--- config.mk ---
export PLATFORM = sky130hd
export DESIGN_NAME = bep_bit_recovery
export DESIGN_NICKNAME = d
export VERILOG_FILES = /design/src/rtl/bep_bit_recovery.sv
export SDC_FILE = /design/constraint.sdc
export NUM_CORES = 1
export LEC_CHECK = 0
export BUFFER_PORTS_ARGS = -buffer_cell sky130_fd_sc_hd__buf_2
export CAP_MARGIN = 20
export CORE_ASPECT_RATIO = 0.6
export CORE_MARGIN = 2
export CORE_UTILIZATION = 49
export DETAILED_ROUTE_END_ITERATION = 8
export PLACE_DENSITY = 0.75
export SLEW_MARGIN = 20
export SYNTH_ARGS = -nofsm -noshare
export SYNTH_HDL_FRONTEND = slang
export SYNTH_SLANG_ARGS = --single-unit
--- constraint.sdc ---
create_clock -name clock -period 1.8 [get_ports clock]
set_clock_uncertainty 0.05 [all_clocks]
set_input_delay 0.09 -clock clock [delete_from_list [all_inputs] [get_ports clock]]
set_output_delay 0.09 -clock clock [all_outputs]
set_load 0.005 [all_outputs]
--- src/rtl/bep_bit_recovery.sv ---
// BEP radio bit recovery: synchronises the raw line, tracks bursts and emits one strobe per bit.
// Optional majority glitch filter on the synchronised line: define BEP_GLITCH_FILTER_EN.
module bep_bit_recovery #(
    parameter int unsigned CLKS_PER_BIT = 8,
    parameter int unsigned IDLE_BITS    = 4
) (
    input  logic       clock,
    input  logic       reset_n,
    input  logic       rx_in,
    output logic       serial_data,
    output logic       serial_clock,
    output logic       active,
    output logic       burst_end,
    output logic [7:0] bit_count
);

    localparam int unsigned HALF    = CLKS_PER_BIT / 2;
    localparam int unsigned PW      = $clog2(CLKS_PER_BIT);
    localparam int unsigned TIMEOUT = IDLE_BITS * CLKS_PER_BIT;
    localparam int unsigned IW      = $clog2(TIMEOUT);

    typedef enum logic {
        IDLE,
        ACTIVE
    } state_t;

    state_t          state;
    logic            s1;
    logic            s2;
    logic            rx_clean;
    logic            rx_prev;
    logic            edge_seen;
    logic [PW-1:0]   phase;
    logic [IW-1:0]   idle_cnt;

`ifdef BEP_GLITCH_FILTER_EN
    logic d1;
    logic d2;
    logic filt;

    // A lone one-cycle pulse never overlaps its own delayed copies, so 2-of-3 drops it.
    always_ff @(posedge clock) begin
        if (!reset_n) begin
            d1   <= 1'b0;
            d2   <= 1'b0;
            filt <= 1'b0;
        end else begin
            d1   <= s2;
            d2   <= d1;
            filt <= (s2 & d1) | (s2 & d2) | (d1 & d2);
        end
    end

    assign rx_clean = filt;
`else
    assign rx_clean = s2;
`endif

    assign edge_seen = (rx_clean != rx_prev);

    always_ff @(posedge clock) begin
        if (!reset_n) begin
            state        <= IDLE;
            s1           <= 1'b0;
            s2           <= 1'b0;
            rx_prev      <= 1'b0;
            phase        <= '0;
            idle_cnt     <= '0;
            serial_data  <= 1'b0;
            serial_clock <= 1'b0;
            active       <= 1'b0;
            burst_end    <= 1'b0;
            bit_count    <= '0;
        end else begin
            s1           <= rx_in;
            s2           <= s1;
            rx_prev      <= rx_clean;
            serial_clock <= 1'b0;
            burst_end    <= 1'b0;
            case (state)
                IDLE: begin
                    phase    <= '0;
                    idle_cnt <= '0;
                    if (edge_seen) begin
                        state     <= ACTIVE;
                        active    <= 1'b1;
                        bit_count <= '0;
                    end
                end
                ACTIVE: begin
                    if (edge_seen) begin
                        // An edge outranks both the mid-bit sample and the timeout.
                        phase    <= '0;
                        idle_cnt <= '0;
                    end else begin
                        if (phase == PW'(CLKS_PER_BIT - 1))
                            phase <= '0;
                        else
                            phase <= phase + 1'b1;

                        if (phase == PW'(HALF)) begin
                            serial_clock <= 1'b1;
                            serial_data  <= rx_clean;
                            if (bit_count != 8'hFF)
                                bit_count <= bit_count + 8'd1;
                        end

                        if (idle_cnt == IW'(TIMEOUT - 1)) begin
                            state     <= IDLE;
                            active    <= 1'b0;
                            burst_end <= 1'b1;
                            phase     <= '0;
                            idle_cnt  <= '0;
                        end else begin
                            idle_cnt <= idle_cnt + 1'b1;
                        end
                    end
                end
                default: state <= IDLE;
            endcase
        end
    end

endmodule

Word level (Yosys, flattened, before mapping)
Index checks and enable logic that the tools add are counted.
{"block": "word_totals", "memories": 0, "mem_bits_ro": 0, "out_inout_bits": 12, "ff_bits": 24, "word_cells": 53, "ramBits": 0, "latch_bits": 0, "input_bits": 3}
{"block": "classes", "div_mod_pow": 0, "mux": 22, "n_bitwise": 3, "magnitude_cmp": 0, "n_eq_ne": 10, "add_sub_neg": 3, "n_shift": 0, "reduce_logical": 4, "mul": 0}
{"operator": "two-way mux 8 bit", "n": 4}
{"operator": "one-hot mux 8 bit (2 select lines)", "n": 1}
{"operator": "two-way mux 5 bit", "n": 2}
{"operator": "one-hot mux 5 bit (2 select lines)", "n": 1}
{"operator": "two-way mux 3 bit", "n": 3}
{"operator": "adder 8 x 1 -> 8 bit, second input constant", "n": 1}
{"operator": "two-way mux 1 bit", "n": 8}
{"operator": "inequality test 8 bit, second input constant", "n": 1}
{"operator": "equality test 3 bit, second input constant", "n": 2}
{"operator": "inequality test 2 x 1 -> 1 bit, second input constant", "n": 3}
{"operator": "one-hot mux 3 bit (2 select lines)", "n": 1}
{"operator": "AND reduction 3 bit", "n": 2}
{"operator": "adder 5 x 1 -> 5 bit, second input constant", "n": 1}
{"operator": "equality test 5 bit, second input constant", "n": 1}
{"operator": "inequality test 2 bit, second input constant", "n": 2}
{"operator": "one-hot mux 1 bit (2 select lines)", "n": 2}
{"operator": "AND reduction 4 bit", "n": 1}
{"operator": "adder 3 x 1 -> 3 bit, second input constant", "n": 1}
{"operator": "inverter 1 bit", "n": 3}
{"operator": "OR reduction 3 bit", "n": 1}
{"operator": "inequality test 1 bit", "n": 1}

Logic depth before layout (Yosys ltp)
{"block": "depth", "depth_word": 5, "mapped_depth": 8, "mapped_depth_nobuf": 7}

Worst setup path after synthesis
Ideal clock, no wire load.
{"block": "synth_path", "path_type": "reg-to-reg", "from": "register s2, in the netlist rx_clean", "to": "register bit_count[3]", "slack_ps": -107, "arrival_time_ps": 1782, "stages_incl_launch_ff": 8, "t_required_ps": 1676, "period_less_slack_ps": 1907, "n_path_buf": 1, "setup_time_ps": 74, "path_cell_list": "dfxtp_1 -> xnor2_2 -> inv_1 -> ha_1 -> buf_2 -> nand2_1 -> or4_1 -> a31oi_1"}
{"block": "synth_via", "elab_chain_cells": 3, "elab_cells_between_ends": 4, "cone_classes": "3 x eq/ne; 1 x reduce/logical"}
{"element": "start: declaration", "line_no": "29", "source": "logic s2;"}
{"element": "start signal: assignment", "line_no": "65", "source": "s2 <= 1'b0;"}
{"element": "start signal: assignment", "line_no": "76", "source": "s2 <= s1;"}
{"element": "inequality test 1 bit (*)", "line_no": "59", "source": "assign edge_seen = (rx_clean != rx_prev);"}
{"element": "inequality test 2 bit (no line)"}
{"element": "AND reduction 4 bit (no line) (*)"}
{"element": "end signal: assignment", "line_no": "105", "source": "bit_count <= bit_count + 8'd1;"}
{"element": "end: declaration", "line_no": "14", "source": "output logic [7:0] bit_count"}
Every way passes the cells marked *; elsewhere a longest branch is shown, timed or not.
A chain may end at the register's enable or synchronous reset.

Worst setup path after layout
{"block": "layout_path", "from": "register bit_count[0]", "to": "register bit_count[0]"}
{"block": "layout_via", "elab_chain_cells": 5, "elab_cells_between_ends": 8, "cone_classes": "1 x add/sub; 2 x eq/ne; 4 x mux; 1 x reduce/logical"}
{"element": "adder 8 x 1 -> 8 bit", "line_no": "105"}
{"element": "two-way mux 8 bit", "line_no": "104", "source": "if (bit_count != 8'hFF)"}
{"element": "two-way mux 8 bit", "line_no": "101", "source": "if (phase == PW'(HALF)) begin"}
{"element": "two-way mux 8 bit", "line_no": "91", "source": "if (edge_seen) begin"}
{"element": "one-hot mux 8 bit (2 select lines)", "line_no": "80", "source": "case (state)"}
Parallel ways exist; a longest one is shown, timed or not. The select of a mux whose other input is x is not followed.

==> impl_metrics.py <==
metrics = {
    "clocking": {
        "root_buffer": "clkbuf_8",
        "clock-sinks": 24,
        "path_clk_slew_ps": 80,
        "worstSkewPairLatency_ps": 260,
        "tritoncts": "done",
        "cts_max_level": 1,
        "cts_made_buffers": 3,
        "clk_path_buf_depth": 2,
    },
    "setup_path": {
        "cp_max_fo": 8,
        "crit_arrival_ps": 1780,
        "path_class": "reg -> reg",
        "cp-end-kind": "register",
        "critPathRequiredTime_ps": 1910,
        "cp-start-kind": "register",
    },
    "final_layout": {
        "final_layout_size_suffix_gt1_share_pct": 26.06,
        "final_cells": 172,
        "area_growth_pct": 21.02,
        "final_util_pct": 62.41,
        "nNetsFinal": 154,
        "diodes": 0,
        "fin_area_sq_um": 1340,
    },
    "sta": {
        "rsz0062_at_grt": "false",
        "slew_headroom_pct": 78.00,
        "post-route-min-period_ps": 1675,
        "hold_viol": 0,
        "fin_hold_ws_ps": 115.2,
        "layout_setup_ws_ps": 124.7,
        "setup_viol": 0,
        "final.period_utilization_pct": 93.07,
        "fin_setup_tns_ps": 0,
        "fmax_mhz": 596.9,
        "slew_violations": 0,
        "tightest_slew_ps": 325.7,
    },
    "floorplan": {
        "num_rows": 13,
        "die_y_microns": 40.82,
        "core_region_area_sq_um": 2147,
        "ios": 15,
        "initial_core_util_pct": 51.57,
        "design.die.area_sq_um": 2668,
        "die_w_microns": 65.37,
    },
    "power": {
        "power_density_nw_per_um2": 732.2,
        "leakagePower_nw": 0.5706,
        "power_mw": 0.9812,
        "irDropWorstVdd_uv": 472.3,
    },
    "yosys": {
        "netlist_instances": 120,
        "async_flop_share_pct": 0,
        "yosysTopAreaCell": "dfxtp_1",
        "ys_types": 36,
        "synth_nets": 131,
        "yosysSeqAreaShare_pct": 43.39,
        "synth_seq_cells": 24,
        "synth_edf_count": 0,
        "postSynthAreaPerCell_sq_um": 9.228,
        "syn_area_sq_um": 1107,
        "synth_most_common_cell": "dfxtp_1",
        "yosys-top-cells-count": "dfxtp_1 (24), nand2_1 (11), nor2_1 (9)",
        "synth.top_cells.by_area": "dfxtp_1 (43%), ha_1 (9.0%), and2_1 (4.5%)",
        "ys.flop_type": "dfxtp_1",
        "yosysWarnings": 0,
        "synth_top_area_share_pct": 43.39,
    },
    "placement": {
        "gp_congestion": 0.9820,
        "dpl_cell_area_sq_um": 1240,
        "pre_cts_ws_ps": 15.83,
        "dpl.hpwl_microns": 1732,
        "placed_cells": 165,
        "io_buffers": 14,
    },
    "global_route": {
        "grt_use_total_pct": 18.70,
        "grt_max_degree": 14,
        "grt_pass1_wl_microns": 3622,
        "overflow": 0,
        "grt_pass1_vias": 800,
        "antenna_found_initial": 0,
    },
    "detailed_routing": {
        "drt-total-wl_microns": 2329,
        "wl_per_cell_microns": 13.54,
        "vias_per_cell": 5.593,
        "vias": 962,
        "ant_nets": 0,
        "drt-initial-drc-count": 51,
        "drcViolationCount": 0,
        "firstDrtPassIters": 4,
    },
    "hold_path": {
        "min_path_type": "in -> reg",
    },
    "job": {
        "drv_cap": 0,
    },
    "status": {
        "status": "completed",
    },
}
worst max-delay path: stages, from the launching register on:
cell and delay [ps]:
dfxtp_1 440, ha_1 250, nand3_1 150, o21ai_4 260, nand2_1 110, a311oi_1 310
flip-flops by register name, indices dropped and copies added (netlist names):
| register | count |
|---|---|
| active | 1 |
| bit_count | 8 |
| burst_end | 1 |
| idle_cnt | 5 |
| phase | 3 |
| rx_clean | 1 |
| rx_prev | 1 |
| s1 | 1 |
| serial_clock | 1 |
| serial_data | 1 |
| state | 1 |
routing by layer:
layer	share of wire (%)	track usage, %
met2	40	28.57
met1	52	26.42
met4	0	0
met3	8.2	7.692
met5	0	0
final timing paths:
kind	start	end	slack, ps	cells past startpoint
worst min-delay path	reset_n	bit_count[5]	120	2
worst max register to register	bit_count[0]	bit_count[0]	120	5
worst min register to register	s1	rx_clean	390	1
worst max-delay path	bit_count[0]	bit_count[0]	120	5
where the power goes:
group | switching (mW) | internal (mW) | leakage (nW)
Clock | 0.157 | 0.195 | 0.0288
Sequential | 0.00693 | 0.540 | 0.195
Combinational | 0.0481 | 0.0340 | 0.347
Total | 0.212 | 0.769 | 0.571
cell type report:
class                   instances  area, sq um
flip-flops and latches         24        481.7
repair buffers                 21        125.1
clock buffers                   4        55.05
well taps                      30        37.54
multi-input cells              87        618.1
fillers                       194        807.0
inverters                       6        22.52
layout by cell type, fill, tap and decap left out, types with 2 or more instances in the layout:
cell type	instances
a21oi_1	5
a31oi_1	3
and2_1	8
buf_2	14
buf_4	6
clkbuf_8	4
dfxtp_1	23
ha_1	7
inv_1	4
inv_2	2
nand2_1	10
nand3_1	8
nand4_1	3
nor2_1	9
nor4_1	2
o211ai_1	2
o21ai_0	5
o41ai_1	2
timing repair:
item                                    4_1_cts  5_1_grt
endpoints found under the setup margin        3        4
cloned                                        0        0
gates resized for setup                       0        5
hold endpoints to repair                      1        0
buffers inserted                              1        1
pin swaps                                     1        2
hold buffers                                  1        0
cells by family after synthesis:
| family | share of synthesized area (%) |
|---|---|
| buf+inv | 3.164 |
| simple gates | 25.09 |
| compound gates | 16.27 |
| fa+ha+maj | 9.040 |
| flops | 43.39 |
| xor+xnor | 3.052 |
No activity file was read; power rests on OpenSTA's default activity.
